==> src/rtl/apb_rr_arbiter_pkg.sv <==
// Shared types and constants for the two-requester APB round-robin arbiter.
package apb_rr_arbiter_pkg;

   localparam int DEF_ADDR_W = 5;
   localparam int DEF_DATA_W = 8;

   // Arbiter transfer phases.
   typedef enum logic [1:0] {
      ST_IDLE   = 2'd0,
      ST_SETUP  = 2'd1,
      ST_ACCESS = 2'd2,
      ST_RESP   = 2'd3
   } arb_state_e;

   // One-hot ownership codes driven on the grant output.
   localparam logic [1:0] GRANT_NONE = 2'b00;
   localparam logic [1:0] GRANT_S0   = 2'b01;
   localparam logic [1:0] GRANT_S1   = 2'b10;

   // New last-grant pointer value after granting g: 1 when s1 won, else 0.
   function automatic logic next_ptr(input logic [1:0] g);
      logic p;
      p = 1'b0;
      if (g == GRANT_S1) begin
         p = 1'b1;
      end else begin
         p = 1'b0;
      end
      return p;
   endfunction

endpackage

==> src/rtl/apb_rr_arbiter_if.sv <==
// Bundle of both requester APB ports, the completer APB port and the grant
// indication. The arbiter uses the slave view; the surrounding system (or a
// bench) uses the master view.
interface apb_rr_arbiter_if
   import apb_rr_arbiter_pkg::*;
#(
   parameter int ADDR_W = DEF_ADDR_W,
   parameter int DATA_W = DEF_DATA_W
) ();

   logic              s0_psel;
   logic              s0_penable;
   logic              s0_pwrite;
   logic [ADDR_W-1:0] s0_paddr;
   logic [DATA_W-1:0] s0_pwdata;
   logic [DATA_W-1:0] s0_prdata;
   logic              s0_pready;
   logic              s0_pslverr;

   logic              s1_psel;
   logic              s1_penable;
   logic              s1_pwrite;
   logic [ADDR_W-1:0] s1_paddr;
   logic [DATA_W-1:0] s1_pwdata;
   logic [DATA_W-1:0] s1_prdata;
   logic              s1_pready;
   logic              s1_pslverr;

   logic              m_psel;
   logic              m_penable;
   logic              m_pwrite;
   logic [ADDR_W-1:0] m_paddr;
   logic [DATA_W-1:0] m_pwdata;
   logic [DATA_W-1:0] m_prdata;
   logic              m_pready;

   logic [1:0]        grant;

   // Arbiter-side view.
   modport slave (
      input  s0_psel, s0_penable, s0_pwrite, s0_paddr, s0_pwdata,
      output s0_prdata, s0_pready, s0_pslverr,
      input  s1_psel, s1_penable, s1_pwrite, s1_paddr, s1_pwdata,
      output s1_prdata, s1_pready, s1_pslverr,
      output m_psel, m_penable, m_pwrite, m_paddr, m_pwdata,
      input  m_prdata, m_pready,
      output grant
   );

   // Environment-side view: requesters and completer together.
   modport master (
      output s0_psel, s0_penable, s0_pwrite, s0_paddr, s0_pwdata,
      input  s0_prdata, s0_pready, s0_pslverr,
      output s1_psel, s1_penable, s1_pwrite, s1_paddr, s1_pwdata,
      input  s1_prdata, s1_pready, s1_pslverr,
      input  m_psel, m_penable, m_pwrite, m_paddr, m_pwdata,
      output m_prdata, m_pready,
      input  grant
   );

endinterface

==> src/rtl/apb_rr_arbiter_pick.sv <==
// Combinational 2-way round-robin picker. The last-grant pointer is held by
// the parent; last=1 means s1 won most recently, so s0 wins a tie.
module rr_pick2
   import apb_rr_arbiter_pkg::*;
(
   input  logic [1:0] req,
   input  logic       last,
   output logic [1:0] gnt
);

   // Select one requester, alternating on ties.
   always_comb begin
      gnt = GRANT_NONE;
      case (req)
         2'b00:   gnt = GRANT_NONE;
         2'b01:   gnt = GRANT_S0;
         2'b10:   gnt = GRANT_S1;
         2'b11: begin
            if (last) begin
               gnt = GRANT_S0;
            end else begin
               gnt = GRANT_S1;
            end
         end
         default: gnt = GRANT_NONE;
      endcase
   end

endmodule

==> src/rtl/apb_rr_arbiter.sv <==
// Two-requester APB arbiter: round-robin selection, one registered transfer
// at a time to the completer, response routed back to the winner, and an
// optional abort of completer transfers that never assert m_pready.
module apb_rr_arbiter
   import apb_rr_arbiter_pkg::*;
#(
   parameter int ADDR_W  = DEF_ADDR_W,
   parameter int DATA_W  = DEF_DATA_W,
   parameter int TIMEOUT = 16
) (
   input  logic            clk,
   input  logic            rst,
   apb_rr_arbiter_if.slave bus
);

   localparam logic [1:0] IDLE   = ST_IDLE;
   localparam logic [1:0] SETUP  = ST_SETUP;
   localparam logic [1:0] ACCESS = ST_ACCESS;
   localparam logic [1:0] RESP   = ST_RESP;

   // Counter sized to hold TIMEOUT; a single bit is kept when the abort is off.
   localparam int CNT_W = (TIMEOUT > 32'sd0) ? $clog2(TIMEOUT + 32'sd1) : 32'sd1;
   localparam logic [CNT_W-1:0] CNT_LAST = (TIMEOUT > 32'sd0) ? CNT_W'(TIMEOUT - 32'sd1)
                                                              : {CNT_W{1'b0}};
   localparam logic [CNT_W-1:0] CNT_MAX  = {CNT_W{1'b1}};
   localparam logic [CNT_W-1:0] CNT_ONE  = CNT_W'(1'b1);

   logic [1:0]        state_r;
   logic              last_r;
   logic [1:0]        grant_r;
   logic [CNT_W-1:0]  tmo_cnt_r;

   logic              m_psel_r;
   logic              m_penable_r;
   logic              m_pwrite_r;
   logic [ADDR_W-1:0] m_paddr_r;
   logic [DATA_W-1:0] m_pwdata_r;

   logic [DATA_W-1:0] s0_prdata_r;
   logic              s0_pready_r;
   logic              s0_pslverr_r;
   logic [DATA_W-1:0] s1_prdata_r;
   logic              s1_pready_r;
   logic              s1_pslverr_r;

   logic [1:0]        req_s;
   logic [1:0]        pick_s;
   logic              win_write_s;
   logic [ADDR_W-1:0] win_addr_s;
   logic [DATA_W-1:0] win_wdata_s;
   logic              done_s;
   logic              tmo_hit_s;
   logic              unused_ok_s;

   // A request is psel alone; penable from the requesters carries no extra
   // information for arbitration and is deliberately ignored.
   assign unused_ok_s = &{1'b0, bus.s0_penable, bus.s1_penable};

   assign req_s = {bus.s1_psel, bus.s0_psel};

   rr_pick2 u_pick (
      .req  (req_s),
      .last (last_r),
      .gnt  (pick_s)
   );

   // Route the command fields of whichever requester the picker chose.
   always_comb begin
      win_write_s = 1'b0;
      win_addr_s  = {ADDR_W{1'b0}};
      win_wdata_s = {DATA_W{1'b0}};
      if (pick_s == GRANT_S1) begin
         win_write_s = bus.s1_pwrite;
         win_addr_s  = bus.s1_paddr;
         win_wdata_s = bus.s1_pwdata;
      end else begin
         win_write_s = bus.s0_pwrite;
         win_addr_s  = bus.s0_paddr;
         win_wdata_s = bus.s0_pwdata;
      end
   end

   // Completion conditions evaluated during ACCESS.
   always_comb begin
      done_s    = 1'b0;
      tmo_hit_s = 1'b0;
      if (state_r == ACCESS) begin
         done_s    = bus.m_pready;
         tmo_hit_s = (TIMEOUT != 32'sd0) && !bus.m_pready && (tmo_cnt_r == CNT_LAST);
      end else begin
         done_s    = 1'b0;
         tmo_hit_s = 1'b0;
      end
   end

   // Phase sequencing, ownership and round-robin pointer.
   always_ff @(posedge clk or posedge rst) begin
      if (rst) begin
         state_r <= IDLE;
         last_r  <= 1'b1;
         grant_r <= GRANT_NONE;
      end else begin
         case (state_r)
            IDLE: begin
               if (pick_s != GRANT_NONE) begin
                  state_r <= SETUP;
                  grant_r <= pick_s;
                  last_r  <= next_ptr(pick_s);
               end
            end
            SETUP:  state_r <= ACCESS;
            ACCESS: begin
               if (done_s || tmo_hit_s) begin
                  state_r <= RESP;
               end
            end
            RESP: begin
               state_r <= IDLE;
               grant_r <= GRANT_NONE;
            end
            default: begin
               state_r <= IDLE;
               grant_r <= GRANT_NONE;
            end
         endcase
      end
   end

   // Completer-side command registers: held stable through SETUP and ACCESS,
   // zero at all other times.
   always_ff @(posedge clk or posedge rst) begin
      if (rst) begin
         m_psel_r    <= 1'b0;
         m_penable_r <= 1'b0;
         m_pwrite_r  <= 1'b0;
         m_paddr_r   <= {ADDR_W{1'b0}};
         m_pwdata_r  <= {DATA_W{1'b0}};
      end else begin
         case (state_r)
            IDLE: begin
               if (pick_s != GRANT_NONE) begin
                  m_psel_r    <= 1'b1;
                  m_penable_r <= 1'b0;
                  m_pwrite_r  <= win_write_s;
                  m_paddr_r   <= win_addr_s;
                  m_pwdata_r  <= win_wdata_s;
               end
            end
            SETUP: m_penable_r <= 1'b1;
            ACCESS: begin
               if (done_s || tmo_hit_s) begin
                  m_psel_r    <= 1'b0;
                  m_penable_r <= 1'b0;
                  m_pwrite_r  <= 1'b0;
                  m_paddr_r   <= {ADDR_W{1'b0}};
                  m_pwdata_r  <= {DATA_W{1'b0}};
               end
            end
            default: begin
               m_psel_r    <= 1'b0;
               m_penable_r <= 1'b0;
               m_pwrite_r  <= 1'b0;
               m_paddr_r   <= {ADDR_W{1'b0}};
               m_pwdata_r  <= {DATA_W{1'b0}};
            end
         endcase
      end
   end

   // ACCESS wait-cycle counter; cleared in SETUP, saturates instead of wrapping.
   always_ff @(posedge clk or posedge rst) begin
      if (rst) begin
         tmo_cnt_r <= {CNT_W{1'b0}};
      end else begin
         case (state_r)
            SETUP: tmo_cnt_r <= {CNT_W{1'b0}};
            ACCESS: begin
               if (!done_s && !tmo_hit_s && (tmo_cnt_r != CNT_MAX)) begin
                  tmo_cnt_r <= tmo_cnt_r + CNT_ONE;
               end
            end
            default: tmo_cnt_r <= tmo_cnt_r;
         endcase
      end
   end

   // Requester responses: a one-cycle pready (with pslverr) in RESP for the
   // owner only; read data is held until the owner's next completion.
   always_ff @(posedge clk or posedge rst) begin
      if (rst) begin
         s0_prdata_r  <= {DATA_W{1'b0}};
         s0_pready_r  <= 1'b0;
         s0_pslverr_r <= 1'b0;
         s1_prdata_r  <= {DATA_W{1'b0}};
         s1_pready_r  <= 1'b0;
         s1_pslverr_r <= 1'b0;
      end else begin
         case (state_r)
            ACCESS: begin
               if (done_s) begin
                  if (grant_r == GRANT_S0) begin
                     s0_prdata_r  <= bus.m_prdata;
                     s0_pready_r  <= 1'b1;
                     s0_pslverr_r <= 1'b0;
                  end
                  if (grant_r == GRANT_S1) begin
                     s1_prdata_r  <= bus.m_prdata;
                     s1_pready_r  <= 1'b1;
                     s1_pslverr_r <= 1'b0;
                  end
               end else if (tmo_hit_s) begin
                  if (grant_r == GRANT_S0) begin
                     s0_prdata_r  <= {DATA_W{1'b0}};
                     s0_pready_r  <= 1'b1;
                     s0_pslverr_r <= 1'b1;
                  end
                  if (grant_r == GRANT_S1) begin
                     s1_prdata_r  <= {DATA_W{1'b0}};
                     s1_pready_r  <= 1'b1;
                     s1_pslverr_r <= 1'b1;
                  end
               end
            end
            default: begin
               s0_pready_r  <= 1'b0;
               s0_pslverr_r <= 1'b0;
               s1_pready_r  <= 1'b0;
               s1_pslverr_r <= 1'b0;
            end
         endcase
      end
   end

   assign bus.m_psel     = m_psel_r;
   assign bus.m_penable  = m_penable_r;
   assign bus.m_pwrite   = m_pwrite_r;
   assign bus.m_paddr    = m_paddr_r;
   assign bus.m_pwdata   = m_pwdata_r;
   assign bus.s0_prdata  = s0_prdata_r;
   assign bus.s0_pready  = s0_pready_r;
   assign bus.s0_pslverr = s0_pslverr_r;
   assign bus.s1_prdata  = s1_prdata_r;
   assign bus.s1_pready  = s1_pready_r;
   assign bus.s1_pslverr = s1_pslverr_r;
   assign bus.grant      = grant_r;

endmodule

==> src/flat_wrapper.sv <==
// flat-port wrapper written by rule: the top's interface ports become plain ports
module apb_rr_arbiter_flat import apb_rr_arbiter_pkg::*;
#(
   parameter int ADDR_W  = DEF_ADDR_W,
   parameter int DATA_W  = DEF_DATA_W,
   parameter int TIMEOUT = 16
)
  (clk, rst, bus_s0_psel, bus_s0_penable, bus_s0_pwrite, bus_s0_paddr, bus_s0_pwdata, bus_s0_prdata, bus_s0_pready, bus_s0_pslverr, bus_s1_psel, bus_s1_penable, bus_s1_pwrite, bus_s1_paddr, bus_s1_pwdata, bus_s1_prdata, bus_s1_pready, bus_s1_pslverr, bus_m_psel, bus_m_penable, bus_m_pwrite, bus_m_paddr, bus_m_pwdata, bus_m_prdata, bus_m_pready, bus_grant);
  apb_rr_arbiter_if #(.ADDR_W(ADDR_W), .DATA_W(DATA_W)) bus_i ();
  input  logic clk;
  input  logic rst;
  input wire logic [$bits(bus_i.s0_psel)-1:0] bus_s0_psel;
  input wire logic [$bits(bus_i.s0_penable)-1:0] bus_s0_penable;
  input wire logic [$bits(bus_i.s0_pwrite)-1:0] bus_s0_pwrite;
  input wire logic [$bits(bus_i.s0_paddr)-1:0] bus_s0_paddr;
  input wire logic [$bits(bus_i.s0_pwdata)-1:0] bus_s0_pwdata;
  output wire logic [$bits(bus_i.s0_prdata)-1:0] bus_s0_prdata;
  output wire logic [$bits(bus_i.s0_pready)-1:0] bus_s0_pready;
  output wire logic [$bits(bus_i.s0_pslverr)-1:0] bus_s0_pslverr;
  input wire logic [$bits(bus_i.s1_psel)-1:0] bus_s1_psel;
  input wire logic [$bits(bus_i.s1_penable)-1:0] bus_s1_penable;
  input wire logic [$bits(bus_i.s1_pwrite)-1:0] bus_s1_pwrite;
  input wire logic [$bits(bus_i.s1_paddr)-1:0] bus_s1_paddr;
  input wire logic [$bits(bus_i.s1_pwdata)-1:0] bus_s1_pwdata;
  output wire logic [$bits(bus_i.s1_prdata)-1:0] bus_s1_prdata;
  output wire logic [$bits(bus_i.s1_pready)-1:0] bus_s1_pready;
  output wire logic [$bits(bus_i.s1_pslverr)-1:0] bus_s1_pslverr;
  output wire logic [$bits(bus_i.m_psel)-1:0] bus_m_psel;
  output wire logic [$bits(bus_i.m_penable)-1:0] bus_m_penable;
  output wire logic [$bits(bus_i.m_pwrite)-1:0] bus_m_pwrite;
  output wire logic [$bits(bus_i.m_paddr)-1:0] bus_m_paddr;
  output wire logic [$bits(bus_i.m_pwdata)-1:0] bus_m_pwdata;
  input wire logic [$bits(bus_i.m_prdata)-1:0] bus_m_prdata;
  input wire logic [$bits(bus_i.m_pready)-1:0] bus_m_pready;
  output wire logic [$bits(bus_i.grant)-1:0] bus_grant;
  assign bus_i.s0_psel = bus_s0_psel;
  assign bus_i.s0_penable = bus_s0_penable;
  assign bus_i.s0_pwrite = bus_s0_pwrite;
  assign bus_i.s0_paddr = bus_s0_paddr;
  assign bus_i.s0_pwdata = bus_s0_pwdata;
  assign bus_s0_prdata = bus_i.s0_prdata;
  assign bus_s0_pready = bus_i.s0_pready;
  assign bus_s0_pslverr = bus_i.s0_pslverr;
  assign bus_i.s1_psel = bus_s1_psel;
  assign bus_i.s1_penable = bus_s1_penable;
  assign bus_i.s1_pwrite = bus_s1_pwrite;
  assign bus_i.s1_paddr = bus_s1_paddr;
  assign bus_i.s1_pwdata = bus_s1_pwdata;
  assign bus_s1_prdata = bus_i.s1_prdata;
  assign bus_s1_pready = bus_i.s1_pready;
  assign bus_s1_pslverr = bus_i.s1_pslverr;
  assign bus_m_psel = bus_i.m_psel;
  assign bus_m_penable = bus_i.m_penable;
  assign bus_m_pwrite = bus_i.m_pwrite;
  assign bus_m_paddr = bus_i.m_paddr;
  assign bus_m_pwdata = bus_i.m_pwdata;
  assign bus_i.m_prdata = bus_m_prdata;
  assign bus_i.m_pready = bus_m_pready;
  assign bus_grant = bus_i.grant;
  apb_rr_arbiter #(.ADDR_W(ADDR_W), .DATA_W(DATA_W), .TIMEOUT(TIMEOUT)) u_core (.clk(clk), .rst(rst), .bus(bus_i));
endmodule
==> config.mk <==
export PLATFORM = sky130hd
export DESIGN_NAME = apb_rr_arbiter_flat
export DESIGN_NICKNAME = d
export VERILOG_FILES = /design/src/rtl/apb_rr_arbiter_pkg.sv /design/src/rtl/apb_rr_arbiter_if.sv /design/src/rtl/apb_rr_arbiter_pick.sv /design/src/rtl/apb_rr_arbiter.sv /design/src/flat_wrapper.sv
export SDC_FILE = /design/constraint.sdc
export NUM_CORES = 1
export LEC_CHECK = 0
export ABC_AREA = 0
export CAP_MARGIN = 0
export CORE_MARGIN = 1.5
export CORE_UTILIZATION = 44
export CTS_BUF_LIST = sky130_fd_sc_hd__clkbuf_4 sky130_fd_sc_hd__clkbuf_8 sky130_fd_sc_hd__clkbuf_16
export DETAILED_ROUTE_END_ITERATION = 8
export GPL_TIMING_DRIVEN = 0
export PLACE_DENSITY_LB_ADDON = 0.08
export REMOVE_ABC_BUFFERS = 1
export SKIP_CTS_REPAIR_TIMING = 1
export SLEW_MARGIN = 20
export SYNTH_ARGS = -nofsm -noshare
export SYNTH_HDL_FRONTEND = slang
export SYNTH_SLANG_ARGS = --single-unit
==> constraint.sdc <==
create_clock -name clk -period 2.7 [get_ports clk]
set_input_delay 0.27 -clock clk [delete_from_list [all_inputs] [get_ports clk]]
set_output_delay 0.27 -clock clk [all_outputs]
set_load 0.1 [all_outputs]
==> impl_metrics.csv <==
group,metric,value,unit
placement,port_buffers,78,
timing,tightest_slew,1.013,ns
cells_and_area,final_cell_mix,"78 x clkdlybuf4s50_1, 45 x dfrtp_1, 17 x mux2_2",
yosys,yosys_warnings,0,
placement,dp_hpwl,3252,um
yosys,synth_largest_area_cell,"dfrtp_1",
yosys,yosysSeqAreaShare,53.27,%
floorplan,boundaryPins,81,
critical_path,critical_path_class,"flop to flop",
cells_and_area,finalNetCount,302,
timing,tns,0,ns
timing,finalMaxSlewViolations,0,
floorplan,die_h,73.12,um
floorplan,start_util,45.80,%
pwr,ir_worst_vdd,702.1,uV
routing,firstDrtPassIters,4,
placement,gp_congestion,0.7286,
cells_and_area,mostFrequentLayoutCell,"clkdlybuf4s50_1",
clock_network,cts_sinks,46,
yosys,yosysTopAreaCellShare,52.05,%
routing,routed-via-count,1600,
routing,antenna_left,0,
cells_and_area,drive_gt1_share,14.29,%
routing,wirelength,4437,um
pwr,cellLeakagePower,1.400,nW
cells_and_area,diodes,0,
routing,via_per_inst,5.016,
floorplan,die_w,73.12,um
clock_network,cts_max_level,2,
floorplan,design.core.area,4723,um^2
hold_path,holdCritPathClass,"input pin to async pin",
cells_and_area,syn2layout_area_growth,43.78,%
global_route,antenna_found_initial,0,
yosys,syn_area,2163,um^2
routing,drt_iter0_drc,28,
clock_network,clock_tree.root_cell,"clkbuf_8",
clock_network,cts_tree,"yes",
floorplan,placementRows,25,
timing,fin_crit_sh,85.94,%
global_route,gr-total-overflow,0,
global_route,grt_max_degree,35,
timing,rsz0062_at_grt,"no",
cells_and_area,final.fill_count,387,
global_route,grt_pass1_wl,7176,um
critical_path,worstPathArrival,2.50,ns
clock_network,cts-buffers-inserted,5,
timing,relSlewSlack,32.26,%
yosys,synth_cell_type_count,32,
clock_network,clk_latency,0.30,ns
timing,fin_crit,2.320,ns
timing,setup_viol_count_final,0,
clock_network,clockBufferDepth,2,
timing,fmax,0.4310,GHz
floorplan,die_area,5347,um^2
timing,finalHoldViolations,0,
clock_network,cts.clk_slew.worst_paths,0.08,ns
critical_path,critPathMaxFanout,18,
yosys,synthTopCellsByArea,"dfrtp_1 52%, mux2_2 8.8%, mux2i_1 7.4%, o2bb2ai_1 5.7%, ha_1 4.6%",
routing,drc,0,
outcome,status,"finished, final reports clean",
yosys,synth_cells,171,
global_route,grt_pass1_vias,1575,
yosys,synth_area_per_cell,12.65,um^2
yosys,ys_ff_latch,46,
global_route,grt_usage,17.23,%
critical_path,crit_required,2.88,ns
timing,clock-skew-final,0.007185,ns
job,max_cap_viol_count,0,
pwr,cellPowerDensity,1164,nW/um^2
routing,wl_per_cell,13.91,um
critical_path,worst_setup_path_end_kind,"flop",
critical_path,startpoint_type,"flop",
pwr,report.power.total,3.621,mW
-- worst max-delay path: stages (launching register included) --
cell     delay, ns
dfrtp_1       0.42
inv_1         0.12
ha_1          0.58
o21ai_2       0.20
nor3b_4       0.50
mux2_2        0.39
-- cells in the mapped netlist (all sizes together) --
library cell,n
mux2i,16
o2bb2ai,14
a21o,2
o32a,1
and2,1
inv,5
a22o,1
nand4,1
nor3b,3
nand3b,2
and3,9
nor4b,1
a21bo,1
mux2,17
ha,8
dfrtp,45
a31oi,1
nor2b,2
dfstp,1
a21oi,4
nand3,4
o21ai,9
nor2,4
nand2b,2
buf,4
clkbuf,2
nand2,11
-- registers in the layout, summed over array words and instances, names as in the netlist --
signal	flops
u_core.bus.s0_prdata	8
u_core.bus.s1_pslverr	1
u_core.tmo_cnt_r	5
u_core.bus.s1_pready	1
u_core.bus.s0_pready	1
u_core.bus.grant	2
u_core.bus.m_pwdata	8
u_core.bus.m_psel	1
u_core.bus.m_paddr	5
u_core.bus.s1_prdata	8
u_core.bus.m_pwrite	1
u_core.bus.s0_pslverr	1
u_core.last_r	1
u_core.bus.m_penable	1
u_core.state_r	2
-- layout make-up --
type                       count  area (um^2)  share of cell area [%]
sequential                    46         1152                   37.05
multi-input combinational    114        959.7                   30.85
timing repair buffer          79        800.8                   25.74
tap                           67        83.83                   2.695
clock buffer                   6        82.58                   2.655
inverter                       5        18.77                  0.6034
clock inverter                 2        12.51                  0.4023
-- cell families after synthesis --
family / share of synthesized area [%]
simple gates: 12.15
buf+inv: 2.371
fa+ha+maj: 4.627
flops: 53.27
mux: 16.25
compound gates: 11.34
-- metal layers --
metal	vias up	wire length, um	GRT usage, %
met2	36	2079	28.08
met1	783	2072	22.49
met5	-	0	0
li1	774	-	-
met3	7	229	4.282
met4	0	55	5.660
-- per-stage QoR --
stage / hold slack, ns / worst slack, ns / utilization [%] / cells / area [um^2]
5_1_grt: 0.2676 / 0.1756 / 65.85 / 319 / 3110
4_1_cts: 0.2413 / 0.3523 / 65.85 / 319 / 3110
3_5_place_dp: 0.4727 / 0.3122 / 63.84 / 311 / 3015
6_report: 0.2393 / 0.3795 / 65.85 / 319 / 3110
2_1_floorplan: 0.3430 / 0.7068 / - / 165 / 2131
3_3_place_gp: 0.4596 / 0.3219 / 63.42 / 310 / 2995
-- final timing paths --
check	endpoint	slack, ns	start	depth (start not counted)
worst max-delay path	u_core.bus.s1_prdata[5]	0.38	u_core.state_r[0]	5
worst max register to register	u_core.bus.s1_prdata[5]	0.38	u_core.state_r[0]	5
worst min register to register	u_core.bus.m_pwdata[0]	0.49	u_core.bus.m_pwdata[0]	1
min in group clk	u_core.bus.m_pwdata[0]	0.49	u_core.bus.m_pwdata[0]	1
max in group asynchronous	u_core.last_r	1.92	rst	3
worst min-delay path	u_core.bus.s0_prdata[0]	0.24	rst	2
-- report_power, final --
group | switching [mW] | internal [mW]
logic | 1.59 | 0.596
clock network | 0.222 | 0.206
registers | 0.123 | 0.887
(Power assumes the default switching activity.)
